### src/rtl/grad_frame_sequencer.sv
// Buffers gradient words and releases one frame per update tick to the OCRA1 GPA
// SPI serialiser. A frame is zero or more load words followed by a broadcast word.
module grad_frame_sequencer #(
  parameter int DEPTH_LOG2 = 4,
  parameter int INTERVAL_W = 16
) (
  input  logic                  clk,
  input  logic                  rst_n,
  input  logic [31:0]           wr_data_i,
  input  logic                  wr_valid_i,
  output logic                  wr_ready_o,
  input  logic                  start_i,
  input  logic                  stop_i,
  input  logic [INTERVAL_W-1:0] interval_i,
  output logic [31:0]           out_data_o,
  output logic                  out_valid_o,
  input  logic                  out_busy_i,
  output logic                  running_o,
  output logic [DEPTH_LOG2:0]   fifo_count_o,
  output logic                  underrun_o,
  output logic                  overflow_o,
  output logic                  late_o
);

  localparam int DEPTH = 1 << DEPTH_LOG2;

  typedef enum logic [1:0] {S_IDLE, S_WAIT_TICK, S_ISSUE, S_WAIT_BUSY} state_t;

  state_t                r_state;
  state_t                w_next;
  logic [31:0]           r_mem [DEPTH];
  logic [DEPTH_LOG2-1:0] r_wr_ptr;
  logic [DEPTH_LOG2-1:0] r_rd_ptr;
  logic [DEPTH_LOG2:0]   r_count;
  logic [INTERVAL_W-1:0] r_tick_cnt;
  logic [1:0]            r_guard;
  logic                  r_stop_pend;
  logic                  r_underrun;
  logic                  r_overflow;
  logic                  r_late;
  logic                  r_out_valid;
  logic [31:0]           r_out_data;

  logic        w_full;
  logic        w_empty;
  logic [31:0] w_head;
  logic        w_running;
  logic        w_tick;
  logic        w_stop_eff;
  logic        w_bcast_ok;
  logic        w_wr_en;
  logic        w_pop;
  logic        w_bcast;
  logic        w_set_underrun;
  logic        w_clear_flags;
  logic        w_frame_busy;

  // Count never exceeds DEPTH, so its MSB alone marks a full FIFO.
  assign w_full       = r_count[DEPTH_LOG2];
  assign w_empty      = (r_count == '0);
  assign w_head       = r_mem[r_rd_ptr];
  assign w_running    = (r_state != S_IDLE);
  assign w_tick       = w_running && (r_tick_cnt == '0);
  assign w_stop_eff   = r_stop_pend || stop_i;
  assign w_bcast_ok   = !out_busy_i && (r_guard == 2'd0);
  assign w_frame_busy = (r_state == S_ISSUE) || (r_state == S_WAIT_BUSY);
  assign w_wr_en      = wr_valid_i && (!w_full || w_pop);

  always_ff @(posedge clk) begin
    if (!rst_n) r_state <= S_IDLE;
    else        r_state <= w_next;
  end

  // NOTE: every combinational output gets a default first so no latch is inferred.
  always_comb begin
    w_next = r_state;
    case (r_state)
      S_IDLE:      if (start_i) w_next = S_WAIT_TICK;
      S_WAIT_TICK: begin
        if (stop_i)      w_next = S_IDLE;
        else if (w_tick) w_next = S_ISSUE;
      end
      S_ISSUE: begin
        if (w_empty)         w_next = w_stop_eff ? S_IDLE : S_WAIT_TICK;
        else if (w_head[24]) w_next = w_bcast_ok ? (w_stop_eff ? S_IDLE : S_WAIT_TICK)
                                                 : S_WAIT_BUSY;
      end
      S_WAIT_BUSY: if (w_bcast_ok) w_next = w_stop_eff ? S_IDLE : S_WAIT_TICK;
      default:     w_next = S_IDLE;
    endcase
  end

  always_comb begin
    w_pop          = 1'b0;
    w_bcast        = 1'b0;
    w_set_underrun = 1'b0;
    w_clear_flags  = 1'b0;
    case (r_state)
      S_IDLE: w_clear_flags = start_i;
      S_ISSUE: begin
        if (w_empty) begin
          w_set_underrun = 1'b1;
        end else if (!w_head[24]) begin
          w_pop = 1'b1;
        end else if (w_bcast_ok) begin
          w_pop   = 1'b1;
          w_bcast = 1'b1;
        end
      end
      S_WAIT_BUSY: begin
        w_pop   = w_bcast_ok;
        w_bcast = w_bcast_ok;
      end
      default: ;
    endcase
  end

  // NOTE: the storage array has no reset; emptiness is tracked by the pointers and count.
  always_ff @(posedge clk) begin
    if (w_wr_en) r_mem[r_wr_ptr] <= wr_data_i;
  end

  // NOTE: all sequential state uses non-blocking assignments so every flop sees pre-edge values.
  always_ff @(posedge clk) begin
    if (!rst_n) begin
      r_wr_ptr    <= '0;
      r_rd_ptr    <= '0;
      r_count     <= '0;
      r_tick_cnt  <= '0;
      r_guard     <= 2'd0;
      r_stop_pend <= 1'b0;
      r_underrun  <= 1'b0;
      r_overflow  <= 1'b0;
      r_late      <= 1'b0;
      r_out_valid <= 1'b0;
      r_out_data  <= '0;
    end else begin
      if (w_wr_en) r_wr_ptr <= r_wr_ptr + 1'b1;
      if (w_pop)   r_rd_ptr <= r_rd_ptr + 1'b1;
      case ({w_wr_en, w_pop})
        2'b10:   r_count <= r_count + 1'b1;
        2'b01:   r_count <= r_count - 1'b1;
        default: r_count <= r_count;
      endcase

      if (start_i && r_state == S_IDLE) r_tick_cnt <= '0;
      else if (w_tick)                  r_tick_cnt <= interval_i;
      else if (r_tick_cnt != '0)        r_tick_cnt <= r_tick_cnt - 1'b1;

      // Guard spans the serialiser's input pipeline until its busy flag rises.
      if (w_bcast)               r_guard <= 2'd3;
      else if (r_guard != 2'd0)  r_guard <= r_guard - 1'b1;

      r_stop_pend <= (w_next == S_ISSUE || w_next == S_WAIT_BUSY) &&
                     (r_stop_pend || (stop_i && w_frame_busy));

      if (w_clear_flags) begin
        r_underrun <= 1'b0;
        r_overflow <= 1'b0;
        r_late     <= 1'b0;
      end else begin
        if (w_set_underrun)            r_underrun <= 1'b1;
        if (wr_valid_i && !w_wr_en)    r_overflow <= 1'b1;
        if (w_tick && w_frame_busy)    r_late     <= 1'b1;
      end

      r_out_valid <= w_pop;
      if (w_pop) r_out_data <= w_head;
    end
  end

  assign wr_ready_o   = !w_full;
  assign out_data_o   = r_out_data;
  assign out_valid_o  = r_out_valid;
  assign running_o    = w_running;
  assign fifo_count_o = r_count;
  assign underrun_o   = r_underrun;
  assign overflow_o   = r_overflow;
  assign late_o       = r_late;

endmodule

### config.mk
export PLATFORM = sky130hd
export DESIGN_NAME = grad_frame_sequencer
export DESIGN_NICKNAME = d
export VERILOG_FILES = /design/src/rtl/grad_frame_sequencer.sv
export SDC_FILE = /design/constraint.sdc
export NUM_CORES = 1
export LEC_CHECK = 0
export CELL_PAD_IN_SITES_DETAIL_PLACEMENT = 1
export CELL_PAD_IN_SITES_GLOBAL_PLACEMENT = 1
export CORE_UTILIZATION = 40
export CTS_BUF_LIST = sky130_fd_sc_hd__clkbuf_8
export CTS_CLUSTER_SIZE = 28
export DETAILED_ROUTE_END_ITERATION = 12
export PLACE_DENSITY = 0.66
export SLEW_MARGIN = 20
export SYNTH_ARGS = -nofsm -noshare
export SYNTH_HDL_FRONTEND = slang
export SYNTH_SLANG_ARGS = --single-unit
### constraint.sdc
create_clock -name clk -period 6.4 [get_ports clk]
set_clock_uncertainty 0.15 [all_clocks]
set_input_delay 1.92 -clock clk [delete_from_list [all_inputs] [get_ports clk]]
set_output_delay 1.92 -clock clk [all_outputs]
set_load 0.1 [all_outputs]
; Yosys cells after proc, flatten, opt, wreduce, memory -nomap -nowiden
; Memory sizes are Yosys's and may differ from the RTL's. A register that Yosys moved wholly into a read port is not among the register bits.
; Index checks and enable logic that the tools add are counted.
[op_classes]
add_sub_neg = 6
mul = 0
div_mod_pow = 0
magnitude_cmp = 0
n_eq_ne = 7
shifts = 0
muxes = 28
n_bitwise = 1
n_reduce_logical = 28
[op_table]
columns = operator, count
row1 = $mux W16, 2
row2 = $mux W2, 9
row3 = $logic_not A16 Y1, 1
row4 = $reduce_bool A16 Y1, 1
row5 = $sub A16 B1 Y16 const B, 1
row6 = $mux W1, 11
row7 = $eq A2 B2 Y1 const B, 5
row8 = $pmux W5 S2, 1
row9 = $reduce_bool A2 Y1, 5
row10 = $add A4 B1 Y4 const B, 2
row11 = $logic_and A1 B1 Y1, 8
row12 = $mux W4, 2
row13 = $pmux W2 S4, 1
row14 = $add A5 B1 Y5 const B, 1
row15 = $logic_not A5 Y1, 1
row16 = $logic_or A1 B1 Y1, 5
row17 = $sub A5 B1 Y5 const B, 1
row18 = $eq A2 B1 Y1 const B, 2
row19 = $logic_not A2 Y1, 2
row20 = $pmux W1 S2, 2
row21 = $reduce_or A2 Y1, 2
row22 = $logic_not A1 Y1, 3
row23 = $sub A2 B1 Y2 const B, 1
row24 = $not A1 Y1, 1
[word_totals]
regBits = 70
latchBits = 0
ramBits = 512
romBits = 0
input_bits = 54
n_memories = 1
[memory_table]
columns = memory, words, width, rd, rd_clocked_by_memory_dff, write_ports, line_no
row1 = r_mem, 16, 32, 1, 1, 1, 31  ; logic [31:0] r_mem [DEPTH];

; Longest topological paths before layout
; Gate-level depths: netlist of the first run.
[depth]
depth_word = 10
ltp_mapped = 18
depth_no_buf = 16

; Worst setup path before layout of the first run
; Ideal clock, no wire load.
[synth_timing]
kind = input -> register
startpoint = in out_busy_i
endpoint = mem r_mem[11][0], enable pin
t_arrival_ps = 5216
t_required_ps = 5782
slack_ps = 566
path_stages = 7
path_cell_list = nand2b_1 -> nand2_1 -> o211ai_1 -> a21o_1 -> inv_2 -> o211ai_2 -> nor3b_1
[synth_via]
elab_chain_cells = 10
[synth_rtl]
columns = element, line_no
row1 = start: declaration, 17  ; input logic out_busy_i,
row2 = $logic_not A1 Y1 (*), 65  ; assign w_bcast_ok = !out_busy_i && (r_guard == 2'd0);
row3 = $logic_and A1 B1 Y1 (*), 65
row4 = $mux W1, 105  ; end else if (w_bcast_ok) begin
row5 = $mux W1, 103  ; end else if (!w_head[24]) begin
row6 = $mux W1, 101  ; if (w_empty) begin
row7 = $pmux W1 S2 (*), 98  ; case (r_state)
row8 = $logic_or A1 B1 Y1 (*), 67  ; assign w_wr_en = wr_valid_i && (!w_full || w_pop);
row9 = $logic_and A1 B1 Y1 (*), 67
row10 = $mux W1 (*), 120  ; if (w_wr_en) r_mem[r_wr_ptr] <= wr_data_i;
row11 = $mux W1 (implied by the code) (*), 120
row12 = end: declaration, 31
; Every way passes the cells marked *; elsewhere a longest branch is shown, timed or not.

; Worst setup path after layout of the first run
[layout_timing]
startpoint = reg r_state[1]
endpoint = out running_o
[layout_via]
elab_chain_cells = 1
[layout_rtl]
columns = element, line_no
row1 = start: declaration, 29  ; state_t r_state;
row2 = start signal: assignment, 71  ; else r_state <= w_next;
row3 = $reduce_bool A2 Y1, 62  ; assign w_running = (r_state != S_IDLE);
row4 = end: declaration, 18  ; output logic running_o,
; No other way between the ends.

==> metrics.md, run 1 <==
| Metric | Value |
|---|---|
| Achievable Freq | `201.6 MHz` |
| Gr ovfl total | `0` |
| Pins Over Slew Limit | `0` |
| Reg-to-reg endpoint | `fifo_count_o[4]` |
| # rows | `86` |
| DRC viols | `0` |
| IO Pins | `97` |
| Slew of the pin with the lowest slew margin | `1.122 ns` |
| Max_cap viols | `0` |
| Flop-to-flop setup slack | `1.92 ns` |
| First-pass GRT wire length | `76,630 um` |
| Period utilization | `0.7750` |
| Synthesized area | `22,550 um2` |
| Nets | `1,349` |
| Setup CP Type | `reg -> out` |
| Hold/Removal Path Class | `reg -> reg` |
| Pin count of the biggest net entering global routing | `65` |
| Period minus WS final | `4.960 ns` |
| Metal3 WL | `2316 um` |
| Setup crit start kind | `register` |
| Endpoints failing setup | `0` |
| Layout cell share with drive strength beyond 1 | `0.2493` |
| Die Y | `239.5 um` |
| Highest metal used | `met5` |
| Crit path to | `running_o` |
| Die W | `239.5 um` |
| Die footprint | `57,340 um2` |
| H-tree levels | `3` |
| Post-synthesis register bit count | `586` |
| Total power | `8.219 mW` |
| RSZ-0062 raised after global routing | `false` |
| Hold Buf Count CTS | `0` |
| Max-slew headroom | `0.2523` |
| Iter 0 DRT Violations | `746` |
| Critical Path Start | `r_state[1]` |
| Final wirelength | `50,480 um` |
| Clock sinks | `586` |
| Port-buffer cells | `96` |
| CP arrival | `2.89 ns` |
| Area Overhead vs Synth | `17.05%` |
| Core Region | `55,420 um2` |
| Post-route ant nets | `0` |
| Pre-antenna DRT Iters | `5` |
| Post-CTS Setup Bufs | `0` |
| Status | `completed` |
| FFs w/ async S/R, synth | `0` |
| Crit. End Element | `output port` |
| CTS tree | `built` |
| Total GRT Usage | `0.1822` |
| Worst skew pair latency | `0.68 ns` |
| Fillcell total | `5,113` |
| Final hold vios | `0` |
| VDD IR max | `162.9 uV` |
| Starting Density | `0.4070` |
| Critical path fanouts, max | `19` |
| Leak | `8.488 nW` |
| EDFF count, synth | `512` |
| Mean post-synth cell area | `19.98 um2` |
| Max Root-Sink Buffers | `3` |
| Register area share after synthesis | `0.7474` |
| CTS resizes | `0` |
| Setup TNS | `0 ns` |
| TritonCTS buffer count | `98` |
| Vias in the first global route | `12,348` |
| WL met2 | `24,340 um` |
| Root buffer cell | `clkbuf_8` |
| Routability Congestion | `0.7337` |
| Initial antenna violation count | `2` |
| Critical path required time | `4.33 ns` |
| Cell count after synthesis | `1,129` |
| Met1 wire length | `23,100 um` |
| Post-DP HPWL | `27,850 um` |
| FF-to-FF path depth | `15` |
| Via Count | `11,316` |
| Pwr dens | `311.3 nW/um2` |
| Wirelength per Cell | `23.84 um` |
| Syn Nets | `1,194` |
| DR vias/cell | `5.345` |
| Count of distinct cell types in the synthesized netlist | `52` |
| Worst-path clk slew | `0.05 ns` |
| Synth Warn # | `0` |
| Ys flop type | `edfxtp_1` |
power by group:
part	internal, mW	total, mW	switching (mW)
registers	4.25	4.32	0.0649
logic	0.273	0.684	0.411
clock network	1.71	3.22	1.51
flip-flops by register name, indices dropped and copies added (netlist names), 2 cells and up, named ones only:
register	count
out_data_o	32
r_state	2
r_mem	512
r_tick_cnt	16
fifo_count_o	5
r_rd_ptr	4
r_wr_ptr	4
r_guard	2
layout by cell type, fill, tap and decap left out, drive strengths merged, types with 8 or more instances in the layout:
cell | Yosys | routed
nand2 | 55 | 55
and3 | 13 | 13
a21oi | 20 | 20
nand3 | 70 | 70
dfxtp | 74 | 74
nor2 | 19 | 19
mux2i | 8 | 8
clkinv | 0 | 24
edfxtp | 512 | 512
ha | 11 | 11
clkdlybuf4s50 | 0 | 95
clkbuf | 47 | 110
mux4 | 158 | 158
xnor2 | 10 | 10
nor3 | 11 | 11
inv | 12 | 55
o21ai | 12 | 12
buf | 17 | 24
worst min-delay path by stage:
stage	from	to	slack, ns	cells after the start
finish	out_data_o[8]	out_data_o[8]	0.30	2
global route	out_data_o[7]	out_data_o[7]	0.33	2
global placement	out_data_o[0]	out_data_o[0]	0.29	2
detailed placement	out_data_o[1]	out_data_o[1]	0.30	2
floorplan	r_rd_ptr[3]	register	0.31	2
CTS	out_data_o[19]	out_data_o[19]	0.31	2
critical path: stages, from the launching register on:
cell and delay [ns]:
dfxtp_1 0.56, nor2_1 0.18, inv_2 0.29, clkdlybuf4s50_1 1.20
per-stage QoR:
step | instance area [um2] | hold WS, ns | setup slack [ns] | utilization | std cells
2_1_floorplan | 22550 | 0.3060 | 0.5657 | - | 1129
3_3_place_gp | 24410 | 0.2922 | 0.9305 | 0.4404 | 1930
3_5_place_dp | 24460 | 0.2982 | 0.8245 | 0.4414 | 1932
4_1_cts | 26390 | 0.3090 | 1.374 | 0.4763 | 2116
5_1_grt | 26400 | 0.3252 | 1.248 | 0.4763 | 2116
6_report | 26400 | 0.3043 | 1.440 | 0.4764 | 2117
cells in the mapped netlist, types with 2 or more instances:
| cell type | instances | area [um2] |
|---|---|---|
| ha_1 | 11 | 137.6 |
| o21a_1 | 3 | 22.52 |
| nor4_1 | 3 | 18.77 |
| xnor2_1 | 10 | 87.58 |
| a21oi_1 | 20 | 100.1 |
| and2_1 | 7 | 43.79 |
| clkbuf_1 | 47 | 176.4 |
| nor2b_1 | 7 | 43.79 |
| nand3_1 | 70 | 350.3 |
| o31ai_1 | 2 | 15.01 |
| xor2_1 | 7 | 61.31 |
| buf_2 | 11 | 55.05 |
| a21o_1 | 2 | 15.01 |
| nand3b_1 | 2 | 15.01 |
| o21ai_0 | 11 | 55.05 |
| a211oi_1 | 6 | 45.04 |
| a22oi_1 | 2 | 15.01 |
| nand2_1 | 55 | 206.5 |
| a31oi_1 | 4 | 25.02 |
| nand2b_1 | 5 | 31.28 |
| buf_1 | 5 | 18.77 |
| or4_1 | 2 | 15.01 |
| dfxtp_1 | 74 | 1481 |
| mux4_2 | 158 | 3558 |
| edfxtp_1 | 512 | 15370 |
| nor3_1 | 11 | 55.05 |
| inv_1 | 10 | 37.54 |
| inv_2 | 2 | 7.510 |
| and3_1 | 13 | 81.33 |
| nor3b_1 | 2 | 15.01 |
| or2_2 | 2 | 12.51 |
| or3_1 | 5 | 31.28 |
| a21boi_0 | 4 | 30.03 |
| mux2i_1 | 8 | 80.08 |
| nor2_1 | 19 | 71.32 |
final cells by class:
| type | instances | area, um2 | area share |
|---|---|---|---|
| Clock inverter | 74 | 416.7 | 0.01578 |
| Multi-Input combinational cell | 467 | 5435 | 0.2059 |
| Inverter | 12 | 45.04 | 0.001706 |
| Timing Repair Buffer | 119 | 1184 | 0.04484 |
| Tap cell | 748 | 935.9 | 0.03545 |
| Antenna cell | 1 | 2.502 | 0.00009479 |
| Sequential cell | 586 | 16870 | 0.6389 |
| Clock buffer | 110 | 1514 | 0.05735 |
logic make-up after synthesis:
family,share of synthesized area
DFF,0.7474
and+or+nand+nor,0.04516
muxes,0.1618
buffers and inverters,0.01359
AOI/OAI and AO/OA,0.01931
xor gates and xnor gates,0.006602
adders and majority gates,0.006103
metal layers:
metal	track usage	vias up
li1	-	4953
met2	0.2945	276
met5	0	-
met1	0.2492	6019
met4	0.05128	2
met3	0.03953	66
Note: power is estimated with default switching activity, not from simulation.
==> inputs of run 2 (changes only) <==
--- a/config.mk
+++ b/config.mk
@@ -11,7 +11,7 @@
 export CTS_BUF_LIST = sky130_fd_sc_hd__clkbuf_8
 export CTS_CLUSTER_SIZE = 28
 export DETAILED_ROUTE_END_ITERATION = 12
-export PLACE_DENSITY = 0.66
+export PLACE_DENSITY = 0.68
 export SLEW_MARGIN = 20
 export SYNTH_ARGS = -nofsm -noshare
 export SYNTH_HDL_FRONTEND = slang
==> constraint.sdc (replaced) <==
create_clock -name clk -period 4.5 [get_ports clk]
set_clock_uncertainty 0.15 [all_clocks]
set_input_delay 1.35 -clock clk [delete_from_list [all_inputs] [get_ports clk]]
set_output_delay 1.35 -clock clk [all_outputs]
set_load 0.1 [all_outputs]
==> metrics.md, run 2 (same netlist as run 1, synthesis figures left out) <==
| Metric | Value |
|---|---|
| CP peak stage delay | `0.63 ns` |
| Iter 0 DRT Violations | `830` |
| Crit. End Element | `register` |
| Gr ovfl total | `0` |
| Top reg by flops | `r_mem` |
| Area Overhead vs Synth | `17.99%` |
| FF-to-FF path depth | `15` |
| WL met2 | `25,390 um` |
| Total power | `11.47 mW` |
| Worst skew pair latency | `0.67 ns` |
| Max_cap viols | `0` |
| Pin count of the biggest net entering global routing | `53` |
| Status | `completed` |
| End of the worst hold path | `out_data_o[12]` |
| Highest metal used | `met5` |
| VDD IR max | `226.8 uV` |
| Final wirelength | `52,160 um` |
| TritonCTS buffer count | `98` |
| Setup TNS | `0 ns` |
| Max reg flops | `512` |
| Hold WS | `0.3025 ns` |
| Critical path required time | `4.92 ns` |
| Hold/Removal Path Class | `reg -> reg` |
| Setup CP Type | `reg -> reg` |
| Core Region | `55,420 um2` |
| Metal3 WL | `2944 um` |
| Met1 wire length | `22,960 um` |
| Final hold vios | `0` |
| IO Pins | `97` |
| Die footprint | `57,340 um2` |
| Flop-to-flop setup slack | `0.40 ns` |
| Root buffer cell | `clkbuf_8` |
| Wirelength per Cell | `24.37 um` |
| Initial antenna violation count | `1` |
| Die Y | `239.5 um` |
| CP max stage cell | `dfxtp_2` |
| Max-slew headroom | `0.3076` |
| First-pass GRT wire length | `78,960 um` |
| Max Root-Sink Buffers | `3` |
| Nets | `1,377` |
| CTS tree | `built` |
| Period utilization | `0.9108` |
| Post-DP HPWL | `29,960 um` |
| CP Cell Sequence | `buf_4 -> mux2i_1 -> a31oi_1 -> a32o_1 -> a221oi_2 -> inv_1 -> ha_1 -> xor2_1 -> ha_1 -> o21a_1 -> o22a_1 -> a21oi_1 -> xor2_1 -> or3_1 -> a21boi_0` |
| Port-buffer cells | `96` |
| Post-CTS Setup Bufs | `0` |
| Routability Congestion | `0.7445` |
| Setup crit start kind | `register` |
| CTS resizes | `0` |
| Total GRT Usage | `0.1887` |
| Pwr dens | `431.0 nW/um2` |
| Achievable Freq | `244.0 MHz` |
| RSZ-0062 raised after global routing | `false` |
| Final Util | `0.4802` |
| Leading cell types in the layout, fill and taps excluded | `edfxtp_1, mux4_2, clkbuf_8, clkdlybuf4s50_1, nand3_1` |
| N_diodes | `0` |
| DR vias/cell | `5.444` |
| Pre-antenna DRT Iters | `5` |
| Hold path startpoint | `out_data_o[12]` |
| Via Count | `11,650` |
| Layout cell share with drive strength beyond 1 | `0.2658` |
| Reg-to-reg endpoint | `fifo_count_o[4]` |
| Slew of the pin with the lowest slew margin | `1.035 ns` |
| Endpoints failing setup | `0` |
| Critical path fanouts, max | `13` |
| Leak | `8.522 nW` |
| Commonest non-fill, non-tap cell in the layout | `edfxtp_1` |
| Period minus WS final | `4.099 ns` |
| Clock sinks | `586` |
| Worst-path clk slew | `0.06 ns` |
| Vias in the first global route | `12,628` |
| Die W | `239.5 um` |
| H-tree levels | `3` |
| DRC viols | `0` |
| Pins Over Slew Limit | `0` |
| Hold path depth | `2` |
| # rows | `86` |
| Dpl cells | `1,960` |
| CP arrival | `4.52 ns` |
| Fillcell total | `5,143` |
| Hold Buf Count CTS | `0` |
| Post-route ant nets | `0` |
| Non-filler cells, final | `2,140` |
| Starting Density | `0.4070` |
run 2: how the worst max path moves through the flow:
stage / startpoint / end / slack, ns
after global placement: out_busy_i / fifo_count_o[4] / 0.04
after floorplan: out_busy_i / fifo_count_o[4] / 0.03
after global routing: register / fifo_count_o[4] / 0.08
after CTS: register / fifo_count_o[4] / 0.38
after detailed placement: out_busy_i / fifo_count_o[4] / -0.05
final: register / fifo_count_o[4] / 0.40
run 2: metal layers:
layer,vias to the layer above,track usage
li1,5012,-
met1,6209,0.2585
met2,352,0.3065
met3,75,0.03907
met4,2,0.05245
met5,-,0
run 2: area by class of cell:
class                           count  area, um2  area share
Clock inverter                     79      409.1     0.01538
Clock buffer                      101       1390     0.05224
Multi-Input combinational cell    467       5444      0.2046
Sequential cell                   586      16870      0.6339
Tap cell                          748      935.9     0.03517
Timing Repair Buffer              147       1518     0.05704
Inverter                           12      45.04    0.001693
run 2: power by group:
group / internal (mW) / leakage, nW / switching (mW)
combinational: 0.401 / 2.31 / 0.592
sequential: 6.05 / 5.23 / 0.0949
clock: 2.21 / 0.986 / 2.12
total: 8.66 / 8.52 / 2.81
run 2: worst max-delay path: cells and delay by family, from the launching register on:
family	cells	cell delay [ns]
buf+inv	2	0.39
mux	1	0.23
simple gates	1	0.30
flops	1	0.63
xor+xnor	2	0.25
compound gates	7	1.60
fa+ha+maj	2	0.45
run 2: per-stage QoR:
step	instance area, um2	worst slack [ns]
2_1_floorplan	22570	0.02578
3_3_place_gp	24810	0.04399
3_5_place_dp	24810	-0.05087
4_1_cts	26610	0.3823
5_1_grt	26610	0.07642
6_report	26610	0.4015
==> inputs of run 3 (changes only) <==
--- a/config.mk
+++ b/config.mk
@@ -16,3 +16,4 @@
 export SYNTH_ARGS = -nofsm -noshare
 export SYNTH_HDL_FRONTEND = slang
 export SYNTH_SLANG_ARGS = --single-unit
+export TNS_END_PERCENT = 5
==> constraint.sdc (replaced) <==
create_clock -name clk -period 3.7 [get_ports clk]
set_clock_uncertainty 0.15 [all_clocks]
set_input_delay 1.11 -clock clk [delete_from_list [all_inputs] [get_ports clk]]
set_output_delay 1.11 -clock clk [all_outputs]
set_load 0.1 [all_outputs]
==> metrics.md, run 3 (same netlist as run 1, synthesis figures left out) <==
| Metric | Value |
|---|---|
| Pwr dens | `529.1 nW/um2` |
| Die Y | `239.5 um` |
| RSZ-0062 raised after global routing | `true` |
| Final Instance Area | `27,070 um2` |
| Fillcell total | `5,107` |
| Pre-antenna DRT Iters | `5` |
| CTS tree | `built` |
| Period utilization | `0.9847` |
| Setup crit start kind | `register` |
| Wirelength per Cell | `24.70 um` |
| Endpoints failing setup | `0` |
| Top reg by flops | `r_mem` |
| CP arrival | `4.09 ns` |
| DR vias/cell | `5.391` |
| Port-buffer cells | `96` |
| N_diodes | `0` |
| Post-route ant nets | `0` |
| IO Pins | `97` |
| Pins Over Slew Limit | `0` |
| Max_cap viols | `0` |
| H-tree levels | `3` |
| Initial antenna violation count | `2` |
| DRC viols | `0` |
| Worst skew pair latency | `0.71 ns` |
| Layout cell share with drive strength beyond 1 | `0.3128` |
| First-pass GRT wire length | `80,360 um` |
| Clock sinks | `586` |
| Leak | `8.904 nW` |
| Via Count | `11,651` |
| TritonCTS buffer count | `96` |
| Hold path depth | `2` |
| Starting Density | `0.4070` |
| # rows | `86` |
| Status | `completed` |
| Hold WS | `0.3028 ns` |
| Worst-path clk slew | `0.06 ns` |
| Core Region | `55,420 um2` |
| Slew of the pin with the lowest slew margin | `0.8191 ns` |
| Gr ovfl total | `0` |
| Nets | `1,396` |
| Area Overhead vs Synth | `20.05%` |
| Hold/Removal Path Class | `reg -> reg` |
| Iter 0 DRT Violations | `789` |
| Critical path fanouts, max | `5` |
| Worst setup margin | `0.05676 ns` |
| Final hold vios | `0` |
| Crit. End Element | `register` |
| Max reg flops | `512` |
| Pin count of the biggest net entering global routing | `86` |
| Final wirelength | `53,370 um` |
| Die W | `239.5 um` |
| Total power | `14.33 mW` |
| DP Worst Slack | `-0.4159 ns` |
| FF-to-FF path depth | `14` |
| Total GRT Usage | `0.1930` |
| Setup TNS | `0 ns` |
| Setup CP Type | `reg -> reg` |
| Root buffer cell | `clkbuf_8` |
| Commonest non-fill, non-tap cell in the layout | `edfxtp_1` |
| Post-DP HPWL | `30,730 um` |
| Critical path required time | `4.14 ns` |
| Period minus WS final | `3.643 ns` |
| VDD IR max | `349.0 uV` |
| Die footprint | `57,340 um2` |
| Leading cell types in the layout, fill and taps excluded | `edfxtp_1, mux4_2, clkbuf_8, buf_4, nand3_1` |
| Max-slew headroom | `0.4539` |
| Max Root-Sink Buffers | `3` |
| Routability Congestion | `0.7796` |
| Achievable Freq | `274.5 MHz` |
| Vias in the first global route | `12,687` |
| Post-DP Area | `25,070 um2` |
==> run 3: metrics by stage <==
stage          cells    util
3_3_place_gp    1977  0.4525
5_1_grt         2161  0.4886
4_1_cts         2160  0.4882
2_1_floorplan   1129       -
6_report        2161  0.4886
3_5_place_dp    1977  0.4525
==> run 3: final timing paths <==
kind	start	end	slack, ns
setup / recovery	register	fifo_count_o[4]	0.06
hold / removal	out_data_o[13]	out_data_o[13]	0.30
setup reg to reg	register	fifo_count_o[4]	0.06
hold reg to reg	out_data_o[13]	out_data_o[13]	0.30
==> run 3: layer usage <==
metal  up-vias  wire [um]  part of all wire  global-route usage
met2       346      26430              0.50              0.3195
met5         -         25           0.00047                   0
met1      6149      22980              0.43              0.2578
li1       5051          -                 -                   -
met3       101       2872             0.054             0.03999
met4         4       1065             0.020             0.05633
==> run 3: worst max-delay path, stage by stage, from the launching register on <==
cell      delay (ns)
dfxtp_4         0.39
mux4_2          0.52
mux2_4          0.27
a32o_2          0.30
a221oi_4        0.27
inv_2           0.09
ha_4            0.18
xor2_2          0.14
ha_2            0.20
o21a_1          0.17
o22a_1          0.20
a21oi_2         0.13
xor2_1          0.08
or3_1           0.31
a21boi_1        0.12
==> run 3: report_power, final <==
| part | total (mW) | internal (mW) | switching (mW) |
|---|---|---|---|
| logic | 1.28 | 0.525 | 0.752 |
| registers | 7.46 | 7.35 | 0.108 |
| clock network | 5.59 | 2.95 | 2.64 |
| total | 14.3 | 10.8 | 3.50 |
==> run 3: final cells by class <==
type | instances | area [um2] | area share
inverters | 12 | 45.04 | 0.001664
flip-flops and latches | 586 | 16870 | 0.6232
clock buffers | 109 | 1500 | 0.05541
clock inverters | 71 | 432.9 | 0.01599
multi-input cells | 467 | 5497 | 0.2030
well taps | 748 | 935.9 | 0.03457
repair buffers | 168 | 1792 | 0.06618
==> run 3: repair_timing <==
| item | CTS | global route |
|---|---|---|
| pin swaps | 3 | 2 |
| hold buffers | 0 | 0 |
| buffers inserted | 3 | 1 |
| setup endpoints to repair | 1 | 1 |
| gates resized for setup | 6 | 2 |
